[src/rtl/rv32i_types.sv]
// Shared RV32I types and opcodes, plus the fetch-stage state encoding.
package rv32i_types;

    typedef logic [31:0] rv32i_word;

    localparam logic [6:0] op_jal = 7'b1101111;
    localparam logic [6:0] op_br  = 7'b1100011;

    typedef enum logic [1:0] {
        FETCH   = 2'd0,
        HOLD    = 2'd1,
        DISCARD = 2'd2
    } fetch_state_t;

endpackage

[src/rtl/fetch_predecode.sv]
// Next-PC predecode for the fetch stage.
// Macro BTFN_PREDICT_EN: JAL and backward branches predicted taken; otherwise pc+4.
module fetch_predecode
    import rv32i_types::*;
(
    input  rv32i_word pc_i,
    input  rv32i_word instr_i,
    output rv32i_word npc_o
);

`ifdef BTFN_PREDICT_EN
    rv32i_word j_imm_s;
    rv32i_word b_imm_s;
    rv32i_word target_s;

    assign j_imm_s = {{12{instr_i[31]}}, instr_i[19:12], instr_i[20], instr_i[30:21], 1'b0};
    assign b_imm_s = {{19{instr_i[31]}}, instr_i[31], instr_i[7], instr_i[30:25],
                      instr_i[11:8], 1'b0};

    // Backward-taken / forward-not-taken target selection
    always_comb begin
        target_s = pc_i + 32'd4;
        case (instr_i[6:0])
            op_jal: target_s = pc_i + j_imm_s;
            op_br: begin
                if (instr_i[31]) begin
                    target_s = pc_i + b_imm_s;
                end else begin
                    target_s = pc_i + 32'd4;
                end
            end
            default: target_s = pc_i + 32'd4;
        endcase
    end

    // Fetch addresses are word aligned; a halfword offset cannot be followed.
    assign npc_o = target_s & 32'hFFFF_FFFC;
`else
    logic unused_instr_s;

    assign unused_instr_s = ^instr_i;
    assign npc_o          = pc_i + 32'd4;
`endif

endmodule

[src/rtl/instr_fetch.sv]
// Fetch stage: issues I-cache word reads and pushes {pc, next_pc, instr} to the
// instruction queue. Optional macro BTFN_PREDICT_EN enables static next-PC prediction.
module instr_fetch
    import rv32i_types::*;
#(
    parameter rv32i_word RESET_PC = 32'h0000_0060
) (
    input  logic        clk,
    input  logic        rst,
    input  logic        flush,
    input  logic [31:0] redirect_pc,
    output logic        imem_read,
    output logic [31:0] imem_address,
    input  logic        imem_resp,
    input  logic [31:0] imem_rdata,
    input  logic        iq_full,
    output logic        iq_load,
    output logic [31:0] pc_out,
    output logic [31:0] next_pc_out,
    output logic [31:0] instr_out
);

    fetch_state_t state_q, state_d;
    rv32i_word    pc_q, pc_d;
    rv32i_word    req_addr_q, req_addr_d;
    rv32i_word    hold_instr_q, hold_instr_d;

    logic         read_s;
    logic         load_s;
    rv32i_word    redirect_s;
    rv32i_word    pd_instr_s;
    rv32i_word    npc_s;

    assign redirect_s = redirect_pc & 32'hFFFF_FFFC;
    assign pd_instr_s = (state_q == HOLD) ? hold_instr_q : imem_rdata;

    fetch_predecode u_predecode (
        .pc_i    (pc_q),
        .instr_i (pd_instr_s),
        .npc_o   (npc_s)
    );

    // Next-state, PC update and handshake strobes
    always_comb begin
        state_d      = state_q;
        pc_d         = pc_q;
        hold_instr_d = hold_instr_q;
        read_s       = 1'b0;
        load_s       = 1'b0;
        case (state_q)
            FETCH: begin
                read_s = 1'b1;
                if (flush) begin
                    pc_d    = redirect_s;
                    state_d = imem_resp ? FETCH : DISCARD;
                end else if (imem_resp) begin
                    if (!iq_full) begin
                        load_s = 1'b1;
                        pc_d   = npc_s;
                    end else begin
                        hold_instr_d = imem_rdata;
                        state_d      = HOLD;
                    end
                end else begin
                    state_d = FETCH;
                end
            end
            HOLD: begin
                if (flush) begin
                    pc_d    = redirect_s;
                    state_d = FETCH;
                end else if (!iq_full) begin
                    load_s  = 1'b1;
                    pc_d    = npc_s;
                    state_d = FETCH;
                end else begin
                    state_d = HOLD;
                end
            end
            DISCARD: begin
                // The cache cannot abort, so the stale request stays on the bus.
                read_s = 1'b1;
                if (flush) begin
                    pc_d    = redirect_s;
                    state_d = imem_resp ? FETCH : DISCARD;
                end else if (imem_resp) begin
                    state_d = FETCH;
                end else begin
                    state_d = DISCARD;
                end
            end
            default: begin
                state_d = FETCH;
            end
        endcase

        if (state_d == FETCH) begin
            req_addr_d = pc_d;
        end else begin
            req_addr_d = req_addr_q;
        end
    end

    // State and datapath registers
    always_ff @(posedge clk) begin
        if (rst) begin
            state_q      <= FETCH;
            pc_q         <= RESET_PC;
            req_addr_q   <= RESET_PC;
            hold_instr_q <= 32'h0000_0000;
        end else begin
            state_q      <= state_d;
            pc_q         <= pc_d;
            req_addr_q   <= req_addr_d;
            hold_instr_q <= hold_instr_d;
        end
    end

    assign imem_read    = read_s & ~rst;
    assign iq_load      = load_s & ~rst;
    assign imem_address = req_addr_q;
    assign pc_out       = iq_load ? pc_q       : 32'h0000_0000;
    assign next_pc_out  = iq_load ? npc_s      : 32'h0000_0000;
    assign instr_out    = iq_load ? pd_instr_s : 32'h0000_0000;

endmodule

[config.mk]
export PLATFORM = sky130hd
export DESIGN_NAME = instr_fetch
export DESIGN_NICKNAME = d
export VERILOG_FILES = /design/src/rtl/rv32i_types.sv /design/src/rtl/fetch_predecode.sv /design/src/rtl/instr_fetch.sv
export SDC_FILE = /design/constraint.sdc
export NUM_CORES = 1
export LEC_CHECK = 0
export CAP_MARGIN = 10
export CORE_MARGIN = 3
export CORE_UTILIZATION = 51
export DETAILED_ROUTE_END_ITERATION = 10
export HOLD_SLACK_MARGIN = 0.05
export PLACE_DENSITY_LB_ADDON = 0.12
export SKIP_LAST_GASP = 1
export SYNTH_ARGS = -nofsm -noshare
export SYNTH_HDL_FRONTEND = slang
export SYNTH_SLANG_ARGS = --single-unit
[constraint.sdc]
create_clock -name clk -period 9.7 [get_ports clk]
set_input_delay 2.425 -clock clk [delete_from_list [all_inputs] [get_ports clk]]
set_output_delay 2.425 -clock clk [all_outputs]
set_load 0.01 [all_outputs]
==> summary.txt <==
Status
  – Status: completed

Timing
  – Hold Fails Final Rpt: 0
  – Pins Over Slew Limit: 0
  – Worst Slack Setup Final: 1.63 ns
  – Min Tclk post-route: 8.07 ns
  – Clk_skew: 0.00735 ns
  – Final Cycle Share: 83.2%
  – Max_slew headroom: 32.6%
  – Fmax: 0.124 GHz
  – RSZ-0062 raised after global routing: false
  – # setup viols final: 0
  – Setup TNS: 0 ns
  – Worst-margin pin slew: 1.01 ns

Global route
  – Tot GR Track Use: 30.6%
  – First-pass GRT wire length: 33400 um
  – Largest net degree at the start of global routing: 66
  – Vias in the first global route: 6393
  – Grt ovf: 0
  – Initial antenna violation count: 0

Pwr
  – VDD IR-drop max: 0.0959 mV
  – Leakage: 0.00304 uW
  – Pwr Density: 121 mW/mm^2

Critical path
  – Critical Path, Cell by Cell: clkdlybuf4s50_1 > buf_4 > o21bai_1 > or3_1 > or2_2 > inv_1 > and2_1 > clkdlybuf4s50_1
  – CP startpoint kind: primary input
  – Crit Path Class: primary input to output pin
  – CP max FO: 30
  – Arrival @ worst endpoint: 5.64 ns
  – Critical path capture point type: output pin
  – Worst endpoint required time: 7.28 ns
  – Critical path's largest stage delay: 0.67 ns
  – Most frequent CP cell: clkdlybuf4s50_1
  – Slowest-stage cell, CP: inv_1

Clock tree
  – Clock Path Buffers: 2
  – Clk_lat worst skew: 0.35 ns
  – CTS Buf Count: 9
  – CTS root buf: clkbuf_16
  – Hold_buf cts: 0
  – Postcts setup bufs: 0
  – H-tree Lvls: 3
  – TritonCTS clock tree: yes
  – CTS resizes: 0
  – Clock Sinks: 98
  – Clock transition at path regs: 0.07 ns

Routing
  – Detailed router's first-iteration violation count: 730
  – Final wirelength: 21200 um
  – Routed length per instance: 17.7 um
  – # DRC: 0
  – Final ANT Viol Nets: 0
  – Detailed Routing Iterations Pass 1: 5
  – Via count: 7006
  – Vias per inst: 5.85

Logic synthesis
  – Synthesized Nets: 962
  – Synth Instances: 892
  – Seq cells post-synth: 98
  – Synth Area per Inst: 7.08 um^2
  – Number of flops mapped to enable cells by yosys: 0
  – Synth cell types: 76
  – YS warnings: 0
  – Post-Syn Area: 0.00631 mm^2
  – Seq/Total Area, Yosys: 31.1%
  – Ys async rst share: 0%
  – Synth Flop Type: dfxtp_1

Place
  – IO buf count: 196
  – Area post-placement: 0.00821 mm^2
  – Routability cong.: 0.964
  – Dpl ws: 1.69 ns
  – Dpl hpwl: 14200 um

Cells and area
  – Finished Cell Area: 0.00850 mm^2
  – Share of layout cells above drive strength 1: 5.53%
  – Sequential cell area: 0.00196 mm^2
  – Multi-input gate area: 0.00395 mm^2
  – Fin util: 70.5%
  – Fill count: 1049
  – Diode count: 0
  – P&R area growth vs syn: 34.7%
  – Final nets: 1095

Floorplan
  – Ports: 199
  – Die footprint: 0.0138 mm^2
  – Rows: 40
  – Chip height: 117 um
  – Core area: 0.0121 mm^2
  – Initial Util: 52.4%
  – Die X: 117 um

Run
  – Max_cap viols: 0

Min path
  – HP Class: flip-flop to flip-flop
==> cell usage in the layout (no fill, tap or decap), types with 7 or more instances in the layout <==
cell and instances:
nor4_1 12, and2_1 33, o21ai_0 29, clkbuf_16 9
xnor2_1 20, and3_1 10, xor2_1 17, nand4_1 15
dfxtp_1 98, nor2_1 96, clkdlybuf4s50_1 195, nor3_1 14
nand3_1 26, buf_4 13, nand2_1 184, inv_1 8
a211oi_1 10, a21oi_1 94, nor3b_1 7, or3_1 8
nand3b_1 7
==> cells in the mapped netlist (all sizes together), types with 5 or more instances <==
cell type  count  area [um^2]
nand2        184          691
o21ai         29          145
nand3b         7         52.6
a21oi         95          475
nor2b          5         31.3
inv            8         30.0
nand4         20          165
nand3         29          183
or3            8         50.1
buf           27          149
nor4          16          151
o211ai         5         37.5
clkbuf        59          223
a21o           6         45.0
nor3b          7         52.6
dfxtp         98         1960
and2          33          206
and3          10         62.6
o22ai          5         31.3
a211oi        11         87.6
nor3          16         96.4
nor2          98          370
xor2          17          149
xnor2         20          175
==> registers in the layout, summed over array words and instances (netlist names) <==
register	count
hold_instr_q	32
imem_address	32
pc_q	32
state_q	2
==> final timing paths <==
check                               startpoint                            end  slack, ns  cells past startpoint
setup / recovery                       iq_full                 next_pc_out[1]       1.63                      8
hold reg to reg   hold_instr_q[6]$_SDFFE_PP0P_   hold_instr_q[6]$_SDFFE_PP0P_       0.45                      2
setup reg to reg         state_q[0]$_SDFF_PP0_  imem_address[11]$_SDFFE_PP0N_       6.53                      5
hold / removal    hold_instr_q[6]$_SDFFE_PP0P_   hold_instr_q[6]$_SDFFE_PP0P_       0.45                      2
==> per-stage QoR <==
step                hold WS, ns  cells  total power, uW
finish                    0.454   1198             1030
global route              0.471   1198             1070
CTS                       0.456   1198             1030
detailed placement        0.447   1182              668
global placement          0.440   1182              666
floorplan                 0.437    892              575
==> layout make-up <==
| cell class | count | share of cell area, % |
|---|---|---|
| Multi-Input combinational cell | 699 | 46.5 |
| Tap cell | 168 | 2.47 |
| Sequential cell | 98 | 23.1 |
| Timing Repair Buffer | 208 | 24.1 |
| Clock buffer | 12 | 2.90 |
| Clock inverter | 4 | 0.574 |
| Inverter | 9 | 0.397 |
==> cells by family after synthesis <==
kind of cell / after synthesis / synth area share [%]
flops: 98 / 31.1
mux: 4 / 0.713
buf+inv: 95 / 6.42
simple gates: 454 / 36.1
fa+ha+maj: 1 / 0.198
compound gates: 203 / 20.3
xor+xnor: 37 / 5.13
==> power by group <==
group          switching, uW  internal [uW]
Clock                    155            207
Sequential              34.5            428
Combinational            105           96.9
Total                    295            732
==> routing by layer <==
| metal | routed length [um] | global-route usage (%) | up-vias |
|---|---|---|---|
| met2 | 9460 | 46.4 | 387 |
| met1 | 9170 | 42.5 | 3225 |
| li1 | - | - | 3358 |
| met5 | 0 | 0 | - |
| met3 | 2050 | 6.53 | 36 |
| met4 | 524 | 11.9 | 0 |
==> critical path, delay by kind of cell <==
kind | cells | cell delay [ns]
buf+inv | 4 | 1.82
simple gates | 3 | 1.10
compound gates | 1 | 0.29
Power figures use the tool's default switching activity.
